===== config.mk =====
export PLATFORM = sky130hd
export DESIGN_NAME = led_arbiter_flat
export DESIGN_NICKNAME = d
export VERILOG_FILES = /design/src/rtl/led_arbiter_if.sv /design/src/rtl/led_arbiter.sv /design/src/flat_wrapper.sv
export SDC_FILE = /design/constraint.sdc
export NUM_CORES = 1
export LEC_CHECK = 0
export CAP_MARGIN = 5
export CORE_MARGIN = 10
export CORE_UTILIZATION = 54
export DETAILED_ROUTE_END_ITERATION = 16
export GPL_TIMING_DRIVEN = 0
export PLACE_DENSITY = 0.75
export SYNTH_ARGS = -nofsm -noshare
export SYNTH_HDL_FRONTEND = slang
export SYNTH_SLANG_ARGS = --single-unit
export TNS_END_PERCENT = 30

===== constraint.sdc =====
create_clock -name clk -period 2.6 [get_ports clk]
set_input_delay 0.78 -clock clk [delete_from_list [all_inputs] [get_ports clk]]
set_output_delay 0.78 -clock clk [all_outputs]
set_load 0.03 [all_outputs]

===== src/rtl/led_arbiter_if.sv =====
// LED arbiter bus: per-source request/pattern in, one-hot grant and LED drive out.
// Combinational wiring only; any source may request at any time and waits for grant.
interface led_arbiter_if #(
  parameter int NREQ  = 4,
  parameter int WIDTH = 4
);
  logic [NREQ-1:0]       req;
  logic [NREQ*WIDTH-1:0] pat;
  logic [NREQ-1:0]       grant;
  logic [WIDTH-1:0]      led;
  logic                  busy;

  modport master (output req, pat, input grant, led, busy);
  modport slave  (input req, pat, output grant, led, busy);
endinterface


===== src/rtl/led_arbiter.sv =====
// Round-robin LED owner with minimum hold; grant 1 cycle after req, led 1 cycle after grant.
// Waiting sources stall on req until the owner releases or its hold time expires.
module led_arbiter #(
  parameter int NREQ        = 4,
  parameter int WIDTH       = 4,
  parameter int HOLD_CYCLES = 12000000
) (
  input  logic          clk,
  input  logic          rst_n,
  led_arbiter_if.slave  bus
);
  localparam int CW = $clog2(HOLD_CYCLES) + 1;
  localparam int PW = (NREQ > 1) ? $clog2(NREQ) : 1;

  typedef enum logic {IDLE, OWN} state_t;

  state_t          state_q, state_d;
  logic [NREQ-1:0] grant_q, grant_d;
  logic [WIDTH-1:0] led_q, led_d;
  logic [CW-1:0]   cnt_q, cnt_d;
  logic [PW-1:0]   ptr_q, ptr_d;

  logic          win_vld;
  logic [PW-1:0] win_idx;
  logic [PW:0]   sum;
  logic          owner_req;
  logic          others;

  // Search upward from ptr+1; iterating down lets the nearest candidate win.
  always_comb begin
    win_vld = 1'b0;
    win_idx = '0;
    sum     = '0;
    for (int k = NREQ - 1; k >= 0; k--) begin
      sum = (PW+1)'(ptr_q) + (PW+1)'(k + 1);
      if (sum >= (PW+1)'(NREQ)) sum = sum - (PW+1)'(NREQ);
      if (bus.req[sum[PW-1:0]]) begin
        win_vld = 1'b1;
        win_idx = sum[PW-1:0];
      end
    end
  end

  assign owner_req = |(bus.req & grant_q);
  assign others    = |(bus.req & ~grant_q);

  always_comb begin
    state_d = state_q;
    grant_d = grant_q;
    cnt_d   = cnt_q;
    ptr_d   = ptr_q;
    led_d   = '0;
    unique case (state_q)
      IDLE: begin
        if (win_vld) begin
          state_d          = OWN;
          grant_d          = '0;
          grant_d[win_idx] = 1'b1;
          ptr_d            = win_idx;
          cnt_d            = CW'(HOLD_CYCLES - 1);
        end
      end
      OWN: begin
        led_d = bus.pat[ptr_q*WIDTH +: WIDTH];
        if (!owner_req && !others) begin
          state_d = IDLE;
          grant_d = '0;
        end else if (!owner_req || (cnt_q == '0 && others)) begin
          grant_d          = '0;
          grant_d[win_idx] = 1'b1;
          ptr_d            = win_idx;
          cnt_d            = CW'(HOLD_CYCLES - 1);
        end else if (cnt_q != '0) begin
          cnt_d = cnt_q - 1'b1;
        end
      end
      default: begin
        state_d = IDLE;
        grant_d = '0;
      end
    endcase
  end

  always_ff @(posedge clk or negedge rst_n) begin
    if (!rst_n) begin
      state_q <= IDLE;
      grant_q <= '0;
      led_q   <= '0;
      cnt_q   <= '0;
      ptr_q   <= PW'(NREQ - 1);
    end else begin
      state_q <= state_d;
      grant_q <= grant_d;
      led_q   <= led_d;
      cnt_q   <= cnt_d;
      ptr_q   <= ptr_d;
    end
  end

  assign bus.grant = grant_q;
  assign bus.led   = led_q;
  assign bus.busy  = |grant_q;
endmodule


===== src/flat_wrapper.sv =====
// flat-port wrapper written by rule: the top's interface ports become plain ports
module led_arbiter_flat 
#(
  parameter int NREQ        = 4,
  parameter int WIDTH       = 4,
  parameter int HOLD_CYCLES = 12000000
)
  (clk, rst_n, bus_req, bus_pat, bus_grant, bus_led, bus_busy);
  led_arbiter_if #(.NREQ(NREQ), .WIDTH(WIDTH)) bus_i ();
  input  logic clk;
  input  logic rst_n;
  input wire logic [$bits(bus_i.req)-1:0] bus_req;
  input wire logic [$bits(bus_i.pat)-1:0] bus_pat;
  output wire logic [$bits(bus_i.grant)-1:0] bus_grant;
  output wire logic [$bits(bus_i.led)-1:0] bus_led;
  output wire logic [$bits(bus_i.busy)-1:0] bus_busy;
  assign bus_i.req = bus_req;
  assign bus_i.pat = bus_pat;
  assign bus_grant = bus_i.grant;
  assign bus_led = bus_i.led;
  assign bus_busy = bus_i.busy;
  led_arbiter #(.NREQ(NREQ), .WIDTH(WIDTH), .HOLD_CYCLES(HOLD_CYCLES)) u_core (.clk(clk), .rst_n(rst_n), .bus(bus_i));
endmodule

==> flow_summary.toml <==
[global_route]
antenna_found_initial = 0
first_global_vias = 1934
grt_max_degree = 37
grt_pass1_wl_um = 9820
overflow = 0
grt_util_all_layers_pct = 16.7

[setup_path]
crit_slowest_cell = "or4_4"
path_buf_inv = 2
rrSetupSlack_ns = 0.13
crit_family = "simple AND/OR/NAND/NOR gates"
arrival_ns = 2.69
cpMostUsedCell = "or3_1"
rr_endpoint = "u_core.cnt_q[13]$_DFFE_PN0P_"
worstRegToRegCells = 7
critPathKind = "flop to flop"
critPathMaxFanout = 9
r2r-start = "u_core.cnt_q[3]$_DFFE_PN0P_"
cp-start-kind = "flop"
crit_start = "u_core.cnt_q[3]$_DFFE_PN0P_"
critical_path.cell_chain = "buf_6 -> or4_4 -> or3_1 -> buf_2 -> or3_1 -> or3_1 -> a21oi_1"
crit_path_end_kind = "flop"
crit_path_max_incr_delay_ns = 0.57
required_ns = 2.82

[routing]
routed_wl_um = 5930
drt_iter0_drc = 134
first_pass_iters = 5
drc = 0
wl_per_cell_um = 18.6
viasPerCell = 6.32
drt.antenna.violating_nets = 0
num_vias = 2011

[cts]
cts.sinks = 36
numCtsBuffers = 5
hold_buffers = 0
root_buffer = "clkbuf_8"
clk_pin_slew_ns = 0.07
h-tree-depth = 2
clkLatencyLatePin_ns = 0.29
cts_buffer_depth = 2
cts_tree = "done"

[die]
die_x_um = 83.2
boundaryPins = 31
fp.coreArea_um2 = 3770
num_rows = 22
die_y_um = 83.2
dieArea_um2 = 6920
initial_core_util_pct = 57.2

[status]
status = "completed"

[place]
dp.cells = 306
io_buffers = 30
dp_hpwl_um = 4090
place_ws_ns = -1.30
place_congestion = 0.868

[cells_and_area]
layout.cells.non_filler = 318
final_core_util_pct = 72.8
antenna_cells = 0
areaGrowthSynthToFinish_pct = 27.3
fin_nets = 293
final_layout_size_suffix_gt1_share_pct = 16.7

[min_path]
hold_end = "u_core.cnt_q[21]$_DFFE_PN0P_"
hold_class = "flop to flop"
min-delay-start = "u_core.cnt_q[21]$_DFFE_PN0P_"
worstHoldPathCells = 2

[timing]
final.setup.worst_slack_ns = 0.131
post-route-period-util_pct = 95.0
fmax_mhz = 405
drv_slew = 0
hold_viol_final = 0
skew_ns = 0.00725
setup-violations-final = 0
relSlewSlack_pct = 47.6
hold_ws_ns = 0.553
worst_slew_pin_slew_ns = 0.785
fin_crit_ns = 2.47
rsz0062_at_grt = "no"

[logic_synthesis]
synthDominantCellAreaShare_pct = 39.4
ys_ff_latch = 36
synth.avg_cell_area_um2 = 9.46
ys.flop_type = "dfrtp_1"
synth_nets = 252
yosysMostFrequentCell = "dfrtp_1"
synth_top_area_cell = "dfrtp_1"
synth_common_cells = "dfrtp_1 (34), o21ai_0 (16), or4_1 (15)"
synth_edf_count = 0
yosysSeqAreaShare_pct = 41.9
ys_warn_count = 0
synth_area_um2 = 2160
ys_types = 48
synthCells = 228
synthTopCellsByArea = "dfrtp_1 (39%), or4_1 (5.2%), mux4_2 (4.2%), o21ai_0 (3.7%), or3_1 (3.5%)"
async_flop_share_pct = 100

[run]
cap_violations = 0

[pwr]
total_leakage_power_nw = 0.949
power_mw = 2.00
p_per_area_nw_per_um2 = 727
peakVddDrop_mv = 0.550
## registers in the layout, indices dropped and copies added (netlist names)
signal            count
u_core.bus.grant      4
u_core.state_q        1
u_core.bus.led        4
u_core.ptr_q          2
u_core.cnt_q         25
## stage by stage
step / instance area (um^2) / setup TNS [ns]
after global placement: 2520 / -33.61
final: 2750 / 0
after floorplan: 2160 / 0
after CTS: 2680 / 0
after global routing: 2750 / 0
after detailed placement: 2510 / -31.31
## placed cells by master (no fill, tap or decap), types with 5 or more instances in the layout
| master | synthesis | routed |
|---|---|---|
| nand2_1 | 11 | 11 |
| a21oi_1 | 10 | 10 |
| buf_4 | 0 | 7 |
| dfrtp_1 | 34 | 34 |
| clkbuf_8 | 0 | 6 |
| o21ai_0 | 16 | 16 |
| clkdlybuf4s50_1 | 0 | 24 |
| nand3_1 | 8 | 8 |
| clkbuf_1 | 11 | 8 |
| nor2_1 | 13 | 13 |
| inv_1 | 6 | 6 |
| or4_1 | 15 | 15 |
| o31ai_1 | 7 | 6 |
| and2_1 | 5 | 5 |
| or3_1 | 12 | 12 |
## routing by layer
layer,global-route usage (%),share of wire [%],up-vias
li1,-,-,971
met1,20.9,42,978
met2,27.7,52,53
met3,4.10,4.9,9
met4,4.92,1.2,0
met5,0,0,-
## worst max path at each step
stage	slack [ns]	end	cells after the start
2_1_floorplan	0.08	u_core.cnt_q[13]$_DFFE_PN0P_	7
3_3_place_gp	-1.33	u_core.cnt_q[3]$_DFFE_PN0P_	8
3_5_place_dp	-1.30	u_core.cnt_q[24]$_DFFE_PN0P_	8
4_1_cts	0.03	u_core.cnt_q[8]$_DFFE_PN0P_	9
5_1_grt	0.02	u_core.cnt_q[13]$_DFFE_PN0P_	6
6_report	0.13	u_core.cnt_q[13]$_DFFE_PN0P_	7
## where the power goes
group / internal, mW / switching (mW)
registers: 0.658 / 0.0568
clock network: 0.216 / 0.199
logic: 0.373 / 0.492
total: 1.25 / 0.748
## tightest hold or removal path: stages, from the launching register on
cell     delay, ns
dfrtp_1       0.38
xnor2_1       0.08
nand2_1       0.06
## timing repair
item | CTS | global route
setup buffers | 2 | 3
pin swaps | 3 | 1
setup endpoints to repair | 33 | 24
gates resized for setup | 19 | 18
cloned | 0 | 0
## kinds of logic (layout without fill, tap and decap cells)
logic type,Yosys count,in the layout,synth area share (%)
flip-flops,36,36,41.9
buffers and inverters,22,64,4.41
AND/OR/NAND/NOR,97,97,26.5
adder cells (fa/ha/maj),2,2,1.16
AO/OA/AOI/OAI,62,62,19.8
XOR/XNOR,4,4,1.62
multiplexers,5,5,4.70
## cell type report
class / instances / area (um^2)
multi-input combinational: 170 / 1250
fill: 292 / 1030
sequential: 36 / 903
timing repair buffer: 35 / 334
clock buffer: 8 / 90.1
buffer: 15 / 87.6
tap: 48 / 60.1
inverter: 6 / 22.5
No activity file was read; power rests on OpenSTA's default activity.
==> edit 1 (same settings) <==
`HOLD_CYCLES` is set to 12000000 in 2 places; all go to 3000000.
--- a/src/rtl/led_arbiter.sv
+++ b/src/rtl/led_arbiter.sv
@@ -5,3 +5,3 @@
   parameter int WIDTH       = 4,
-  parameter int HOLD_CYCLES = 12000000
+  parameter int HOLD_CYCLES = 3000000
 ) (
--- a/src/flat_wrapper.sv
+++ b/src/flat_wrapper.sv
@@ -5,3 +5,3 @@
   parameter int WIDTH       = 4,
-  parameter int HOLD_CYCLES = 12000000
+  parameter int HOLD_CYCLES = 3000000
 )
Formal check against the unedited RTL: same outputs for any inputs over 10 cycles, from zero or initial values and one cycle with rst_n low; that may be too few to reach the edited logic, so the function may still have changed.
==> edit 1 against the original RTL <==
Clock power shrank 25%. Total power fell by 3.0%. Sequential cell count is 2 lower. Wire length fell by 18%. Largest cell class unchanged. Core utilization decreased by 0.15 points. Worst setup slack worse by 0.089 ns. Clock skew fell by 0.0025 ns. Synthesized area shrank 11%. Cell area fell by 10%. Combinational power up 8.3%. Hold slack got worse by 0.061 ns. Highest routed layer unchanged.
==> edit 1: results (changes against the original RTL) <==
{| class="wikitable"
! Metric !! Value
|-
| Total routing usage reported by global routing || 16.2% (-0.58 points)
|-
| Cells on worst reg2reg path || 8 (+1)
|-
| Reported leakage power || 0.930 nW (-1.9%)
|-
| Fill cell total of the finished layout || 246 (-16%)
|-
| Clock transition at the registers of the reported paths || 0.10 ns (+0.03 ns)
|-
| HPWL reported at the end of detailed placement || 3.49 mm (-15%)
|-
| Startpoint-to-endpoint class of the critical path || reg -> reg
|-
| Reg2Reg Setup Slack || 0.04 ns (-0.09 ns)
|-
| Root buf cell || sky130_fd_sc_hd__clkbuf_4
|-
| Largest voltage drop on the vdd net || 0.000726 V (+32%)
|-
| Non-filler instance count after layout || 284 (-11%)
|-
| Drt wl/cell || 17.1 um (-8.1%)
|-
| Worst setup skew after layout || 0.00478 ns (-0.00247 ns)
|-
| Startpoint of the lowest-slack register-to-register path || u_core.cnt_q[17]
|-
| Max reg flops || 23 (-8.0%)
|-
| Fin nets || 260 (-11%)
|-
| R2R Path End || u_core.cnt_q[9]
|-
| Final Instance Area || 2460 um^2 (-10%)
|-
| Synth top cells by count || 32 x sky130_fd_sc_hd__dfrtp_1, 23 x sky130_fd_sc_hd__nand2_1, 14 x sky130_fd_sc_hd__nor2_1, 10 x sky130_fd_sc_hd__xor2_1, 9 x sky130_fd_sc_hd__a21oi_1
|-
| Outcome || complete, no violations
|-
| Net count after synthesis || 215 (-15%)
|-
| Synth cell types || 49 (+2.1%)
|-
| Worst-Skew Late Latency || 0.34 ns (+0.05 ns)
|-
| Average vias per placed instance || 5.83 (-7.7%)
|-
| Largest net degree at the start of global routing || 35 (-5.4%)
|-
| Hold_ws || 0.493 ns (-0.0607 ns)
|-
| Sequential-to-total area share from yosys stat || 44.6% (+2.8 points)
|-
| Average size of a mapped cell || 9.96 um^2 (+5.2%)
|-
| Family of cells with the greatest summed delay on the critical path || simple AND/OR/NAND/NOR gates
|-
| Hold Crit Class || in -> async
|-
| Global-route track usage on met1 || 18.8% (-2.1 points)
|-
| Synth area leaders || sky130_fd_sc_hd__dfrtp_1 42%, sky130_fd_sc_hd__mux4_2 4.7%, sky130_fd_sc_hd__xor2_1 4.6%
|-
| Met2 GRT Util || 27.9% (+0.19 points)
|-
| CP Max Fanout || 10 (+1)
|-
| Placed instance count || 268 (-12%)
|-
| Pin slew with the least headroom to its limit || 1.10 ns (+0.314 ns)
|-
| Global-route wire length before repair || 8.20 mm (-17%)
|-
| Final weighted congestion of routability-driven global placement || 0.790 (-9.0%)
|-
| Placed Instance Area || 2280 um^2 (-9.2%)
|-
| Register with the most flip-flops || u_core.cnt_q
|-
| Via count of the first global-routing pass || 1738 (-10%)
|-
| Share of layout cells above drive strength 1 || 19.3% (+2.7 points)
|-
| DRT iter0 DRCs || 105 (-22%)
|}
[edit 1: per-stage QoR]
stage	worst slack, ns	total power [W]	setup TNS, ns
CTS	-0.00663	0.00194	-0.00663
finish	0.0413	0.00194	0
floorplan	-0.00298	0.00128	-0.00298
global route	-0.0500	0.00205	-0.0991
detailed placement	-0.557	0.00159	-10.60
global placement	-0.535	0.00157	-9.85
[edit 1: cell type report]
class / count / share of cell area (%)
repair buffers: 41 / 15.8
well taps: 46 / 2.34
clock inverters: 1 / 0.203
flip-flops and latches: 34 / 34.7
inverters: 6 / 0.915
multi-input cells: 143 / 41.9
clock buffers: 7 / 2.24
plain buffers: 6 / 1.98
[edit 1: how the worst max path moves through the flow]
| stage | to | depth (start not counted) | slack, ns |
|---|---|---|---|
| 2_1_floorplan | u_core.cnt_q[9] | 9 | -0.003 |
| 3_5_place_dp | u_core.cnt_q[12] | 8 | -0.56 |
| 6_report | u_core.cnt_q[9] | 8 | 0.04 |
| 5_1_grt | u_core.cnt_q[9] | 8 | -0.05 |
| 4_1_cts | u_core.cnt_q[18] | 9 | -0.007 |
| 3_3_place_gp | u_core.cnt_q[12] | 8 | -0.54 |
[edit 1: worst reg2reg max path, delay by kind of cell (launching register included)]
family                    cells  cell delay (ns)
and+or+nand+nor               3             1.12
AOI/OAI and AO/OA             2             0.48
DFF                           1             0.41
buffers and inverters         2             0.28
xor gates and xnor gates      1             0.16
[edit 1: cell families after synthesis]
kind of cell,share of synthesized area (%)
and+or+nand+nor,20.9
xor gates and xnor gates,6.87
muxes,5.24
adders and majority gates,0.654
buffers and inverters,4.25
DFF,44.6
AOI/OAI and AO/OA,17.4
[edit 1: power by group]
part / switching [W] / internal [W]
combinational: 0.000527 / 0.000410
sequential: 0.0000619 / 0.000624
clock: 0.000182 / 0.000131
[edit 1: per-layer routing]
| layer | wire length, um | part of all wire [%] |
|---|---|---|
| met3 | 227 | 4.7 |
| met5 | 0 | 0 |
| met1 | 1960 | 40 |
| met4 | 72 | 1.5 |
| met2 | 2610 | 54 |
[edit 1: repair_timing]
item | CTS | global route
buffers inserted | 8 | 3
resized for setup | 9 | 5
hold endpoints to repair | 0 | 0
setup endpoints to repair | 30 | 22
pin swaps | 4 | 8
==> edit 2 (same flow settings) <==
Without the edit above. Make the reset (`rst_n`) synchronous in one clocked block.
--- a/src/rtl/led_arbiter.sv
+++ b/src/rtl/led_arbiter.sv
@@ -83,3 +83,3 @@
 
-  always_ff @(posedge clk or negedge rst_n) begin
+  always_ff @(posedge clk) begin
     if (!rst_n) begin
Function: differs if rst_n is asserted again (counterexample within 4 cycles, from zero or initial values and one cycle with rst_n low); with rst_n held inactive, the same outputs for 10 cycles.
==> edit 2 against the original RTL <==
Synthesized cell count fell by 0.88%. Hold slack worse by 0.076 ns. Wire length decreased by 5.9%. Cell area shrank 4.1%. Sequential cell count did not move. Non-clock buffer count shrank 3. Synthesized area fell by 5.1%. Count of clock-buffer cells in the layout decreased by 1. Worst setup slack got worse by 0.083 ns. First-iteration DRC count up 28%. Maximum frequency down 3.3%. Highest routed layer unchanged.
Power is not compared: it rests on default switching activity, and its combinational part moved more than twofold at a synthesized area within 25%.
==> edit 2: results (changes against the original RTL) <==
{| class="wikitable"
! Metric !! Value
|-
| Outcome || complete, no violations
|-
| DRT iter0 DRCs || 171 (+28%)
|-
| Share of async-settable or async-resettable flops after synthesis || 0% (-100 points)
|-
| Maximum single-stage delay on the critical path || 0.60 ns (+0.03 ns)
|-
| Highest-delay cell along the critical path || sky130_fd_sc_hd__or4b_2
|-
| Fin nets || 290 (-1.0%)
|-
| Startpoint of the lowest-slack register-to-register path || u_core.cnt_q[18]
|-
| Worst Setup EP || u_core.cnt_q[13]
|-
| Worst-Skew Late Latency || 0.29 ns (about the same)
|-
| Total routing usage reported by global routing || 17.4% (+0.69 points)
|-
| Worst relative slew slack || 57.2% (+9.6 points)
|-
| HPWL reported at the end of detailed placement || 4.02 mm (-1.7%)
|-
| Final weighted congestion of routability-driven global placement || 0.771 (-11%)
|-
| Routed length on met1 || 2.57 mm (+2.6%)
|-
| Worst setup skew after layout || 0.00958 ns (+0.00233 ns)
|-
| Global-route wire length before repair || 9.19 mm (-6.4%)
|-
| Vias post-DR || 1990 (-1.0%)
|-
| Global-route track usage on met1 || 22.3% (+1.5 points)
|-
| Synth cell types || 51 (+6.3%)
|-
| Adder-cell share of the synthesized area || 0.611% (-0.55 points)
|-
| Least setup slack across all paths after layout || 0.0475 ns (-0.0831 ns)
|-
| Reg2Reg Setup Slack || 0.05 ns (-0.08 ns)
|-
| Via count of the first global-routing pass || 1872 (-3.2%)
|-
| Total routed wirelength || 5.58 mm (-5.9%)
|-
| Cells on worst reg2reg path || 8 (+1)
|-
| Min-Delay Startpoint || u_core.cnt_q[13]
|-
| Synth top cells by count || 36 x sky130_fd_sc_hd__dfxtp_1, 14 x sky130_fd_sc_hd__a31oi_1, 12 x sky130_fd_sc_hd__a21oi_1, 11 x sky130_fd_sc_hd__or3_1, 9 x sky130_fd_sc_hd__o21ai_1
|-
| Synth area leaders || sky130_fd_sc_hd__dfxtp_1 35%, sky130_fd_sc_hd__mux4_2 4.4%, sky130_fd_sc_hd__a31oi_1 4.3%
|-
| Endpoint of the worst hold path || u_core.cnt_q[13]
|-
| Launch point of the worst path || bus_req[1]
|-
| Hold_ws || 0.478 ns (-0.0755 ns)
|-
| Met2 GRT Util || 29.1% (+1.4 points)
|-
| Share of layout cells above drive strength 1 || 20.6% (+3.9 points)
|-
| Sequential-to-total area share from yosys stat || 35.2% (-6.7 points)
|-
| Worst setup slack before clock tree synthesis || -1.09 ns (+0.209 ns)
|-
| Average vias per placed instance || 6.32 (-0.10%)
|-
| Dominant synthesized flop cell || sky130_fd_sc_hd__dfxtp_1
|-
| Largest net degree at the start of global routing || 11 (-70%)
|-
| Multiplexer share of the synthesized area || 5.38% (+0.68 points)
|-
| Gate count after technology mapping || 226 (-0.88%)
|-
| R2R Path End || u_core.cnt_q[5]
|-
| Met3 Wirelength || 189 um (-35%)
|-
| Global-route track usage on met3 || 3.60% (-0.50 points)
|-
| Net count after synthesis || 249 (-1.2%)
|-
| Area fraction in compound gates after synthesis || 23.7% (+3.9 points)
|}
edit 2: cell count changes after synthesis, sizes merged, moves of 5 or more:
cell   change
a31oi     +14
and2       -6
and3       +6
dfrtp     -34
dfxtp     +36
nand2      -5
or3        +5
edit 2: power groups by stage:
| stage | Combinational (W) | Clock, W | Sequential, W |
|---|---|---|---|
| after floorplan | 0.000218 | 0 | 0.000670 |
| after global placement | 0.000358 | 0 | 0.000655 |
| after detailed placement | 0.000363 | 0 | 0.000657 |
| after CTS | 0.000371 | 0.000438 | 0.000644 |
| after global routing | 0.000412 | 0.000468 | 0.000656 |
| final | 0.000377 | 0.000432 | 0.000648 |
edit 2: critical path, delay by kind of cell:
kind                   cells  cell delay, ns
AND/OR/NAND/NOR            4            1.35
AO/OA/AOI/OAI              1            0.16
buffers and inverters      2            0.48
edit 2: logic make-up after synthesis:
family	after synthesis
compound gates	72
fa+ha+maj	1
buf+inv	18
flops	36
mux	6
simple gates	93
edit 2: per-stage QoR:
step | instance area (um^2) | power [W] | TNS, ns
detailed placement | 2410 | 0.00102 | -25.93
floorplan | 2050 | 0.000889 | 0
global route | 2630 | 0.00154 | -0.0293
global placement | 2410 | 0.00101 | -26.39
CTS | 2550 | 0.00145 | 0
finish | 2630 | 0.00146 | 0
edit 2: cell type report:
type	instances	area, um^2
Tap cell	48	60.1
Timing Repair Buffer	35	355
Clock buffer	7	96.3
Multi-Input combinational cell	172	1290
Buffer	12	92.6
Fill cell	287	1030
Sequential cell	36	722
Inverter	5	18.8
edit 2: timing repair:
item	in CTS	in global routing
endpoints found under the setup margin	31	26
resized for setup	12	12
cloned	0	1
setup buffers	2	2
hold buffers	0	0
pin swaps	1	5
